`config.mk`:
```
export PLATFORM = sky130hd
export DESIGN_NAME = crp16_alu_seq
export DESIGN_NICKNAME = d
export VERILOG_FILES = /design/src/rtl/crp16_alu_seq_pkg.sv /design/src/rtl/crp16_alu_seq_shift_ctr.sv /design/src/rtl/crp16_alu_seq.sv
export SDC_FILE = /design/constraint.sdc
export NUM_CORES = 1
export LEC_CHECK = 0
export CORE_ASPECT_RATIO = 2
export CORE_UTILIZATION = 45
export DETAILED_ROUTE_END_ITERATION = 6
export PLACE_DENSITY_LB_ADDON = 0.25
export SLEW_MARGIN = 10
export SYNTH_ARGS = -nofsm -noshare
export SYNTH_HDL_FRONTEND = slang
export SYNTH_SLANG_ARGS = --single-unit
```
`constraint.sdc`:
```
create_clock -name clock -period 2.7 [get_ports clock]
set_clock_uncertainty 0.05 [all_clocks]
set_input_delay 0.54 -clock clock [delete_from_list [all_inputs] [get_ports clock]]
set_output_delay 0.54 -clock clock [all_outputs]
set_load 0.03 [all_outputs]
```
`src/rtl/crp16_alu_seq_pkg.sv`:
```
// Shared definitions for the CRP16 ALU request/response sequencer:
// FSM state encodings, ALU mode constants, flag bit positions and a
// helper that packs the four ALU flags into the {v,c,n,z} layout.
package crp16_alu_seq_pkg;

    typedef enum logic [1:0] {
        ST_IDLE  = 2'd0,
        ST_EXEC  = 2'd1,
        ST_SHIFT = 2'd2,
        ST_RESP  = 2'd3
    } state_t;

    // ALU mode field, select bits [3:2]
    localparam logic [1:0] MODE_ARITH = 2'b00;
    localparam logic [1:0] MODE_SLT   = 2'b01;
    localparam logic [1:0] MODE_LOGIC = 2'b10;
    localparam logic [1:0] MODE_SHIFT = 2'b11;

    // Plain add select, used to double the accumulator during shifts
    localparam logic [3:0] SEL_ADD = 4'b0000;

    // Flag bit positions inside the 4-bit flag vectors
    localparam int FLAG_V = 3;
    localparam int FLAG_C = 2;
    localparam int FLAG_N = 1;
    localparam int FLAG_Z = 0;

    function automatic logic [3:0] pack_flags(input logic v, input logic c,
                                              input logic n, input logic z);
        logic [3:0] f;
        f         = 4'b0000;
        f[FLAG_V] = v;
        f[FLAG_C] = c;
        f[FLAG_N] = n;
        f[FLAG_Z] = z;
        return f;
    endfunction

endpackage

```
`src/rtl/crp16_alu_seq_shift_ctr.sv`:
```
// 4-bit loadable down-counter holding the remaining shift steps.
// done is high while the count is zero; decrementing stops at zero.
// Only present when CRP16_ALU_SEQ_SHIFT_EN is defined.
`ifdef CRP16_ALU_SEQ_SHIFT_EN
module crp16_alu_seq_shift_ctr (
    input  logic       clock,
    input  logic       reset,
    input  logic       load,
    input  logic [3:0] load_value,
    input  logic       dec,
    output logic [3:0] count,
    output logic       done
);

    // Load wins over decrement; the count never wraps below zero.
    always_ff @(posedge clock) begin
        if (reset) begin
            count <= 4'd0;
        end else if (load) begin
            count <= load_value;
        end else if (dec && (count != 4'd0)) begin
            count <= count - 4'd1;
        end
    end

    assign done = (count == 4'd0);

endmodule
`endif

```
`src/rtl/crp16_alu_seq.sv`:
```
// CRP16 ALU request/response sequencer. Accepts one operation at a time,
// drives the external ALU from registers, captures result and flags and
// returns them over a response handshake. Keeps a status flag register.
// Build option CRP16_ALU_SEQ_SHIFT_EN enables multi-cycle left shifts built
// from repeated x+x passes through the ALU adder; without it, shift-mode
// ops complete with resp_err set and a zero result.
module crp16_alu_seq
    import crp16_alu_seq_pkg::*;
(
    input  logic        clock,
    input  logic        reset,
    input  logic        req_valid,
    output logic        req_ready,
    input  logic [15:0] req_x,
    input  logic [15:0] req_y,
    input  logic [3:0]  req_op,
    output logic [15:0] alu_x,
    output logic [15:0] alu_y,
    output logic [3:0]  alu_select,
    input  logic [15:0] alu_result,
    input  logic        alu_v,
    input  logic        alu_c,
    input  logic        alu_n,
    input  logic        alu_z,
    output logic        resp_valid,
    input  logic        resp_ready,
    output logic [15:0] resp_result,
    output logic [3:0]  resp_flags,
    output logic        resp_err,
    output logic [3:0]  status_flags
);

    state_t state, next_state;
    logic   req_shift;
    logic   err_q;
    logic [3:0] alu_flags;

    assign req_shift = (req_op[3:2] == MODE_SHIFT);
    assign alu_flags = pack_flags(alu_v, alu_c, alu_n, alu_z);

`ifdef CRP16_ALU_SEQ_SHIFT_EN
    logic [3:0]  shift_count;
    logic        shift_done;
    logic        shift_last;
    logic [15:0] shift_result;
    logic        shift_c;
    logic [3:0]  shift_flags;

    // The accumulator lives in alu_x/alu_y, so the count alone tracks progress.
    crp16_alu_seq_shift_ctr u_shift_ctr (
        .clock      (clock),
        .reset      (reset),
        .load       ((state == ST_IDLE) && req_valid && req_shift),
        .load_value (req_y[3:0]),
        .dec        (state == ST_SHIFT),
        .count      (shift_count),
        .done       (shift_done)
    );

    // Last SHIFT cycle: either a zero-length shift or the final doubling.
    assign shift_last   = shift_done || (shift_count == 4'd1);
    // A zero-length shift returns x untouched with carry clear.
    assign shift_result = shift_done ? alu_x : alu_result;
    assign shift_c      = shift_done ? 1'b0  : alu_c;
    assign shift_flags  = pack_flags(1'b0, shift_c, 1'b0, shift_result == 16'h0000);
`endif

    // State register.
    // NOTE: sequential state uses non-blocking (<=) so every flop samples pre-edge values.
    always_ff @(posedge clock) begin
        if (reset) begin
            state <= ST_IDLE;
        end else begin
            state <= next_state;
        end
    end

    // Next-state logic.
    // NOTE: next_state gets a default first, so no path can infer a latch.
    always_comb begin
        next_state = state;
        case (state)
            ST_IDLE: begin
                if (req_valid) begin
`ifdef CRP16_ALU_SEQ_SHIFT_EN
                    next_state = req_shift ? ST_SHIFT : ST_EXEC;
`else
                    next_state = ST_EXEC;
`endif
                end
            end
            ST_EXEC: next_state = ST_RESP;
            ST_SHIFT: begin
`ifdef CRP16_ALU_SEQ_SHIFT_EN
                if (shift_last) next_state = ST_RESP;
`else
                next_state = ST_IDLE;
`endif
            end
            ST_RESP: begin
                if (resp_ready) next_state = ST_IDLE;
            end
            default: next_state = ST_IDLE;
        endcase
    end

    // Handshake outputs decoded from the current state.
    always_comb begin
        req_ready  = 1'b0;
        resp_valid = 1'b0;
        case (state)
            ST_IDLE: req_ready  = 1'b1;
            ST_RESP: resp_valid = 1'b1;
            default: ;
        endcase
    end

    // Datapath: operand latch, shift accumulator, response and status capture.
    always_ff @(posedge clock) begin
        if (reset) begin
            alu_x        <= 16'h0000;
            alu_y        <= 16'h0000;
            alu_select   <= 4'h0;
            err_q        <= 1'b0;
            resp_result  <= 16'h0000;
            resp_flags   <= 4'h0;
            resp_err     <= 1'b0;
            status_flags <= 4'h0;
        end else begin
            case (state)
                ST_IDLE: begin
                    if (req_valid) begin
                        if (req_shift) begin
`ifdef CRP16_ALU_SEQ_SHIFT_EN
                            alu_x      <= req_x;
                            alu_y      <= req_x;
                            alu_select <= SEL_ADD;
                            err_q      <= 1'b0;
`else
                            // Unsupported op: ALU operands keep their old values.
                            err_q      <= 1'b1;
`endif
                        end else begin
                            alu_x      <= req_x;
                            alu_y      <= req_y;
                            alu_select <= req_op;
                            err_q      <= 1'b0;
                        end
                    end
                end
                ST_EXEC: begin
                    if (err_q) begin
                        resp_result <= 16'h0000;
                        resp_flags  <= 4'h0;
                        resp_err    <= 1'b1;
                    end else begin
                        resp_result  <= alu_result;
                        resp_flags   <= alu_flags;
                        resp_err     <= 1'b0;
                        status_flags <= alu_flags;
                    end
                end
`ifdef CRP16_ALU_SEQ_SHIFT_EN
                ST_SHIFT: begin
                    if (!shift_done) begin
                        alu_x <= alu_result;
                        alu_y <= alu_result;
                    end
                    if (shift_last) begin
                        resp_result  <= shift_result;
                        resp_flags   <= shift_flags;
                        resp_err     <= 1'b0;
                        status_flags <= shift_flags;
                    end
                end
`endif
                default: ;
            endcase
        end
    end

endmodule
```
==> out/summary.txt, run 1 <==
crit end category - output pin
Comb power frac - 20.5%
Worst VDD drop - 0.000405 V
clock root buffer - clkbuf_16
syn nets - 340
H-tree depth - 3
Worst EP required - 2.11 ns
Hold WC Path Type - register to register
synthesized area per cell - 9.64 um^2
core region area - 0.00576 mm^2
ANT nets after route - 0
fill cell count - 456
cells taking the most area after synthesis - dfxtp_1, nand2b_1, mux2i_1, a21oi_1, nand3b_1
CTS tree - done
Sw Pwr - 0.694 mW
min Tclk post-route - 2.35 ns
Worst-path clk slew - 0.05 ns
# resized after CTS - 0
Num CTS Buffers - 9
Clock Power Share - 39.9%
Seq pwr share - 39.6%
first-pass GRT wire length - 10200 um
Vias/cell - 4.99
Setup TNS - 0 ns
final hold vios - 0
Synth area leader - dfxtp_1
Internal - 1.98 mW
Cell Pwr Density - 641 mW/mm^2
antenna violations before repair - 0
Post-Syn Instances - 280
Initial Util - 46.9%
vias - 2297
P_leak - 1.51 nW
drt pass-1 iters - 6
fraction of final layout cells sized beyond drive strength 1 - 5.51%
vias in the first global route - 2338
Worst-Margin Slew - 0.872 ns
clk buf depth - 2
Rows - 39
fin crit share - 87.0%
WL final - 6170 um
Routability Congestion - 0.717
fin nets - 454
Yosys top cell area share - 47.5%
multi-input logic area - 0.00125 mm^2
Residual DRC - 16
synthesized area - 0.00270 mm^2
clk sink count - 64
Final Setup Violations - 0
Slew HR - 41.9%
max cap viols - 0
crit path kind - register to output pin
diode count - 0
crit path launch type - register
final total power - 2.68 mW
Worst-Skew Late Latency - 0.32 ns
Fmax - 426 MHz
outcome - complete, but fails checks
Yosys reg bits - 64
chip width - 56.8 um
Die H - 112 um
area occupied by registers - 0.00128 mm^2
Area Growth Syn to Fin - 54.7%
Die ar. - 0.00633 mm^2
largest net degree at the start of global routing - 53
I/O pins - 123
remaining global-route overflow - 0
Yosys cell types - 23
Port Buffers - 122
routed len/inst - 13.4 um
failing checks - DRC
Worst Path Max Fanout - 8
postcts setup bufs - 0
CP arrival - 1.76 ns
RSZ-0062 raised after global routing - false
Initial DRC Count - 150
total track usage - 20.4%
Ys Warns - 0
sw frac - 25.9%
final slew viol count - 0
sequential area share after synthesis - 47.5%
hold bufs inserted after CTS - 0
dpl hpwl - 4310 um
-- critical path, stage by stage (launching register included) --
cell and delay [ns]:
dfxtp_1 0.50, inv_1 0.12, nor2_1 0.13, clkdlybuf4s50_1 0.68
-- power by group through the flow --
stage | clock network (mW) | logic [mW] | registers, mW
final | 1.07 | 0.548 | 1.06
after global routing | 1.13 | 0.586 | 1.07
after detailed placement | 0 | 0.551 | 1.08
after CTS | 1.09 | 0.555 | 1.06
after floorplan | 0 | 0.208 | 1.19
after global placement | 0 | 0.543 | 1.08
-- synthesized netlist by cell type, drive strengths merged --
master,instances
nand2b,69
dfxtp,64
mux2i,34
nand2,26
a21oi,25
nand3b,16
clkbuf,13
buf,10
nor2,4
nor3,4
o21ai,4
inv,3
nor4b,2
a2111oi,1
a211oi,1
a31oi,1
nor2b,1
nor3b,1
or2,1
-- state kept, by name, summed over array words and instances (netlist names) --
register and count:
alu_x 16, alu_y 16, resp_result 16, alu_select 4, resp_flags 4, status_flags 4
state 2, err_q 1, resp_err 1
-- layout make-up --
cell class | count | share of cell area (%)
clock buffer | 14 | 6.56
clock inverter | 2 | 0.300
inverter | 3 | 0.270
multi-input combinational | 190 | 29.9
sequential | 64 | 30.7
tap | 61 | 1.83
timing repair buffer | 126 | 30.4
-- path summary, 6_finish.rpt --
check	start	to	slack, ns	cells after the start
max reg2reg	state[1]	status_flags[1]	0.92	3
min reg2reg	resp_flags[2]	resp_flags[2]	0.40	2
max	state[0]	resp_valid	0.35	3
min	resp_flags[2]	resp_flags[2]	0.40	2
-- through the flow --
step           hold slack, ns  setup WS, ns  instance area [um^2]  cells  utilization, %
2_1_floorplan           0.501          1.15                  2700    280               -
3_3_place_gp            0.388         0.569                  3890    444            67.5
3_5_place_dp            0.392         0.491                  3890    444            67.5
4_1_cts                 0.399         0.347                  4180    460            72.5
5_1_grt                 0.425         0.243                  4180    460            72.5
6_report                0.396         0.350                  4180    460            72.5
-- cells by family after synthesis --
logic type             count (synthesis)  share of synthesized area [%]
muxes                                 34                           12.6
DFF                                   64                           47.5
AOI/OAI and AO/OA                     32                           6.91
buffers and inverters                 26                           6.26
and+or+nand+nor                      124                           26.8
-- cell usage in the layout (no fill, tap or decap) --
master | Yosys | final
nor2b_1 | 1 | 1
a2111oi_4 | 1 | 1
a211oi_1 | 1 | 1
clkdlybuf4s50_1 | 0 | 121
nor3_1 | 4 | 4
clkinv_2 | 0 | 1
clkinvlp_4 | 0 | 1
clkbuf_8 | 0 | 3
buf_2 | 3 | 1
nor4b_1 | 2 | 2
buf_12 | 3 | 2
clkbuf_1 | 13 | 2
buf_4 | 3 | 2
a21oi_1 | 25 | 25
or2_2 | 1 | 1
mux2i_1 | 34 | 34
inv_2 | 1 | 1
nand3b_1 | 16 | 16
inv_1 | 2 | 2
nand2b_1 | 69 | 69
dfxtp_1 | 64 | 64
nor2_1 | 4 | 4
clkbuf_16 | 0 | 9
nand2_1 | 26 | 26
a31oi_1 | 1 | 1
nor3b_1 | 1 | 1
o21ai_0 | 4 | 4
-- per-layer routing --
metal | share of wire [%] | vias to the layer above | track usage, %
li1 | - | 1145 | -
met1 | 37 | 1049 | 19.8
met2 | 54 | 95 | 38.0
met3 | 7.1 | 8 | 6.27
met4 | 1.9 | 0 | 9.59
met5 | 0 | - | 0
No activity file was read; power rests on OpenSTA's default activity.
==> run 2, diff against run 1 <==
--- a/config.mk
+++ b/config.mk
@@ -8,6 +8,7 @@
 export CORE_ASPECT_RATIO = 2
 export CORE_UTILIZATION = 45
 export DETAILED_ROUTE_END_ITERATION = 6
+export HOLD_SLACK_MARGIN = 0.05
 export PLACE_DENSITY_LB_ADDON = 0.25
 export SLEW_MARGIN = 10
 export SYNTH_ARGS = -nofsm -noshare
==> results of run 2 <==
No change in the layout: final DEF, timing and power equal those of run 1.
==> run 3, diff against run 2 <==
--- a/config.mk
+++ b/config.mk
@@ -6,7 +6,7 @@
 export NUM_CORES = 1
 export LEC_CHECK = 0
 export CORE_ASPECT_RATIO = 2
-export CORE_UTILIZATION = 45
+export CORE_UTILIZATION = 41
 export DETAILED_ROUTE_END_ITERATION = 6
 export HOLD_SLACK_MARGIN = 0.05
 export PLACE_DENSITY_LB_ADDON = 0.25
==> constraint.sdc (replaced) <==
create_clock -name clock -period 2.65 [get_ports clock]
set_clock_uncertainty 0.05 [all_clocks]
set_input_delay 0.53 -clock clock [delete_from_list [all_inputs] [get_ports clock]]
set_output_delay 0.53 -clock clock [all_outputs]
set_load 0.03 [all_outputs]
==> out/summary.txt, run 3 (synthesis results as in run 1) <==
Rows - 41 (was 39)
Fmax - 433 MHz
Residual DRC - 0 (was 16)
number of buffers and inverters on the critical path - 2 (unchanged)
Initial DRC Count - 111 (was 150)
CTS tree - done (unchanged)
diode count - 0 (unchanged)
WL final - 6130 um (was 6170 um)
dpl ws - 0.464 ns (was 0.491 ns)
core region area - 0.00631 mm^2 (was 0.00576 mm^2)
Slew HR - 58.0% (was 41.9%)
Final Setup Violations - 0 (unchanged)
crit path kind - register to output pin (unchanged)
Cell Pwr Density - 695 mW/mm^2 (was 641 mW/mm^2)
CP arrival - 1.73 ns (was 1.76 ns)
routed len/inst - 12.6 um (was 13.4 um)
final total power - 2.97 mW (was 2.68 mW)
ANT nets after route - 0 (unchanged)
most frequent cells in the layout - clkdlybuf4s50_1, nand2b_1, dfxtp_1 (unchanged)
hold bufs inserted after CTS - 0 (unchanged)
crit-path max cell delay - 0.68 ns (about the same)
Vias/cell - 4.74 (was 4.99)
max cap viols - 0 (unchanged)
I/O pins - 123 (unchanged)
PnR worst setup slack - 0.340 ns (was 0.350 ns)
postcts setup bufs - 0 (unchanged)
commonest non-fill, non-tap cell in the layout - clkdlybuf4s50_1 (unchanged)
Port Buffers - 122 (unchanged)
remaining global-route overflow - 0 (unchanged)
final slew viol count - 0 (unchanged)
Worst EP required - 2.07 ns (was 2.11 ns)
multi-input logic area - 0.00125 mm^2 (unchanged)
chip width - 59.4 um (was 56.8 um)
fraction of final layout cells sized beyond drive strength 1 - 6.25% (was 5.51%)
Critical R2R Launch - err_q (was state[1])
# resized after CTS - 0 (unchanged)
fin nets - 455 (was 454)
Worst VDD drop - 0.000423 V (was 0.000405 V)
total track usage - 18.4% (was 20.4%)
Die ar. - 0.00693 mm^2 (was 0.00633 mm^2)
Regs by FF count - alu_x x16, alu_y x16, resp_result x16 (unchanged)
Critical Path, Cell by Cell - inv_1 > nor2_1 > clkdlybuf4s50_1 (unchanged)
largest net degree at the start of global routing - 39 (was 53)
Worst-Skew Late Latency - 0.32 ns (about the same)
CP max-delay cell - clkdlybuf4s50_1 (unchanged)
Hold Crit Start - resp_result[7] (was resp_flags[2])
antenna violations before repair - 0 (unchanged)
crit end category - output pin (unchanged)
dpl hpwl - 4310 um (about the same)
Area Growth Syn to Fin - 58.3% (was 54.7%)
Worst Path Max Fanout - 10 (was 8)
crit path launch type - register (unchanged)
H-tree depth - 3 (unchanged)
clk sink count - 64 (unchanged)
CP delay by family, top - buffers and inverters (unchanged)
Hold WC Path Type - register to register (unchanged)
Setup TNS - 0 ns (unchanged)
vias - 2303 (was 2297)
final hold vios - 0 (unchanged)
vias in the first global route - 2244 (was 2338)
min Tclk post-route - 2.31 ns
Initial Util - 42.8% (was 46.9%)
RSZ-0062 raised after global routing - false (unchanged)
Die H - 117 um (was 112 um)
drt pass-1 iters - 4 (was 6)
fill cell count - 536 (was 456)
Num CTS Buffers - 9 (unchanged)
Worst-path clk slew - 0.05 ns (about the same)
first-pass GRT wire length - 9600 um (was 10200 um)
Routability Congestion - 0.726 (was 0.717)
clk buf depth - 2 (unchanged)
clock root buffer - clkbuf_16 (unchanged)
Worst-Margin Slew - 0.629 ns (was 0.872 ns)
area occupied by registers - 0.00128 mm^2 (unchanged)
worst setup path startpoint - state[1] (was state[0])
P_leak - 1.54 nW (was 1.51 nW)
fin crit share - 87.2%
outcome - finished, final reports clean (was complete, but fails checks)
[run 3: changes by cell type in the layout (fill, tap and decap cells not counted), sizes merged]
cell	previous run	this run
buf	5	6
clkinv	1	3
bufinv	0	3
clkbuf	14	9
[run 3: cell type report]
class	instances	area share, %
flip-flops and latches	64	30.0
multi-input cells	190	29.2
repair buffers	127	29.9
clock inverters	7	2.81
inverters	3	0.264
well taps	86	2.52
clock buffers	9	5.27
[run 3: per-layer routing]
layer	wire, um	global-route usage [%]	share of wire (%)
met1	2410	18.7	39
met2	3170	33.0	52
met3	415	4.87	6.8
met4	137	10.2	2.2
met5	0	0	0
[run 3: tightest hold or removal path, stage by stage (launching register included)]
cell     delay, ns
dfxtp_1       0.30
nand2_1       0.05
a21oi_1       0.05
[run 3: stage by stage]
stage | instances | cell area, um^2 | util (%) | hold WS, ns
global placement | 470 | 3930 | 62.2 | 0.387
finish | 486 | 4270 | 67.7 | 0.398
floorplan | 280 | 2700 | - | 0.501
detailed placement | 470 | 3930 | 62.2 | 0.393
CTS | 486 | 4270 | 67.7 | 0.401
global route | 486 | 4270 | 67.7 | 0.416
[run 3: power by group]
group	internal [mW]	switching (mW)	total [mW]
Sequential	1.03	0.0481	1.08
Combinational	0.281	0.280	0.561
Clock	0.919	0.412	1.33
Total	2.23	0.740	2.97
[run 3: path summary, 6_finish.rpt]
kind         slack, ns        endpoint  depth (start not counted)
max               0.34      resp_valid                          3
min               0.40  resp_result[7]                          2
max reg2reg       1.10   resp_flags[3]                          3
min reg2reg       0.40  resp_result[7]                          2
==> RTL edit, RTL diff (settings of run 3) <==
The 4 states of `state_t` get a Gray code encoding in 2 bits.
--- a/src/rtl/crp16_alu_seq_pkg.sv
+++ b/src/rtl/crp16_alu_seq_pkg.sv
@@ -5,8 +5,8 @@
 
     typedef enum logic [1:0] {
-        ST_IDLE  = 2'd0,
-        ST_EXEC  = 2'd1,
-        ST_SHIFT = 2'd2,
-        ST_RESP  = 2'd3
+        ST_IDLE  = 2'b00,
+        ST_EXEC  = 2'b01,
+        ST_SHIFT = 2'b11,
+        ST_RESP  = 2'b10
     } state_t;
 
Behaviour: same outputs for any inputs over 10 cycles, from zero or initial values and one cycle with reset high; not proved beyond that.
==> RTL edit against run 3 <==
- maximum frequency rose by 5.5%
- critical endpoint unchanged
- die area fell by 1.2%
- power fell by 12%
- hold slack got worse by 0.0011 ns
- synthesized area fell by 1.2%
- sequential cell count did not move
- wire length fell by 3.3%
- register-to-register slack got worse by 0.05 ns
- utilization fell by 1.4 points
- setup slack improved by 0.12 ns
- cell area fell by 2.1%
- global-route usage fell by 0.078 points
==> RTL edit: results (changes against run 3) <==
* Crit-path max FO: 8 (-2)
- The run finished with clean final reports.
* Length of routed met2 wiring: 3000 um (-5.4%)
- The share of cell area taken by muxes after synthesis is 12.8% (+0.15 points).
* Number of nets in the synthesized netlist: 337 (-0.88%)
- The sum of net half-perimeters after detailed placement was 4090 um (-5.1%).
- Routed metal-1 wirelength: 2350 um (-2.7%)
- By area the synthesized netlist is led by sky130_fd_sc_hd__dfxtp_1 (48%), sky130_fd_sc_hd__nand2b_1 (16%), sky130_fd_sc_hd__mux2i_1 (13%), sky130_fd_sc_hd__a21oi_1 (5.1%), sky130_fd_sc_hd__nand3b_1 (4.5%).
* Power dissipated in the clock network: 1.05 mW (-21%)
- Synthesized area per cell: 9.63 sq um (-0.14%)
* Number of instances in the placed design: 467 (-0.64%)
- In this run the most critical hold path is launched from resp_result[15]$_SDFFE_PP0N_.
- Pin count of the biggest net entering global routing: 99 (+150%)
- Ranked by instance count, the synthesized netlist is headed by sky130_fd_sc_hd__nand2b_1 (69), sky130_fd_sc_hd__dfxtp_1 (64), sky130_fd_sc_hd__mux2i_1 (34).
- Initial drt markers: 74 (-33%)
- The sequential area share after synthesis is 48.1% (+0.58 points).
* Power dissipated by switching net loads: 0.652 mW (-12%)
- The cell-internal power was 1.95 mW (-13%).
* Cell variety after synth: 20 (-13%)
- Global-route wire length before repair: 9540 um (-0.57%)
* VDD IR-drop max: 0.432 mV (+2.1%)
* Tot GR Track Use: 18.3% (-0.078 points)
- Placed standard-cell area: 3910 sq um (-0.48%)
- The vias per cell came to 4.73 (about the same).
- The leakage power total is 1.51 nW (-1.8%).
* Worst Path Arrival: 1.61 ns (-0.12 ns)
- The worst hold path terminates at resp_result[15]$_SDFFE_PP0N_.
* Worst relative slew slack: 47.1% (-11 points)
-- RTL edit: cell types whose count changed in the layout (fill, tap and decap cells not counted), moves of 2 or more --
cell | before | now
sky130_fd_sc_hd__clkinv_4 | 2 | 0
sky130_fd_sc_hd__a21oi_1 | 25 | 27
sky130_fd_sc_hd__clkbuf_8 | 0 | 2
sky130_fd_sc_hd__bufinv_16 | 3 | 0
sky130_fd_sc_hd__inv_1 | 2 | 0
-- RTL edit: cell type report --
class                           instances  share of cell area (%)
Multi-Input combinational cell        191                    29.9
Sequential cell                        64                    30.6
Clock inverter                          3                   0.419
Timing Repair Buffer                  126                    30.4
Tap cell                               86                    2.57
Clock buffer                           12                    6.13
-- RTL edit: worst max-delay path by stage --
stage,to,slack (ns)
floorplan,alu_select[0]$_SDFFE_PP0P_,1.05
global placement,alu_select[0]$_SDFFE_PP0P_,0.50
detailed placement,alu_y[2]$_SDFFE_PP0P_,0.44
CTS,resp_valid,0.44
global route,resp_valid,0.38
finish,resp_valid,0.46
-- RTL edit: cell families after synthesis --
| family | Yosys count |
|---|---|
| DFF | 64 |
| buffers and inverters | 22 |
| and+or+nand+nor | 125 |
| muxes | 34 |
| AOI/OAI and AO/OA | 32 |
-- RTL edit: through the flow --
| step | setup slack [ns] | hold slack (ns) |
|---|---|---|
| after global routing | 0.378 | 0.411 |
| after CTS | 0.442 | 0.400 |
| after detailed placement | 0.440 | 0.393 |
| final | 0.460 | 0.397 |
| after global placement | 0.504 | 0.387 |
| after floorplan | 1.05 | 0.501 |
-- RTL edit: layer usage --
layer  global-route usage [%]  vias up
met2                     32.6       93
met1                     18.5     1041
met3                     6.25        9
li1                         -     1139
met4                     9.05        0
met5                        0        -
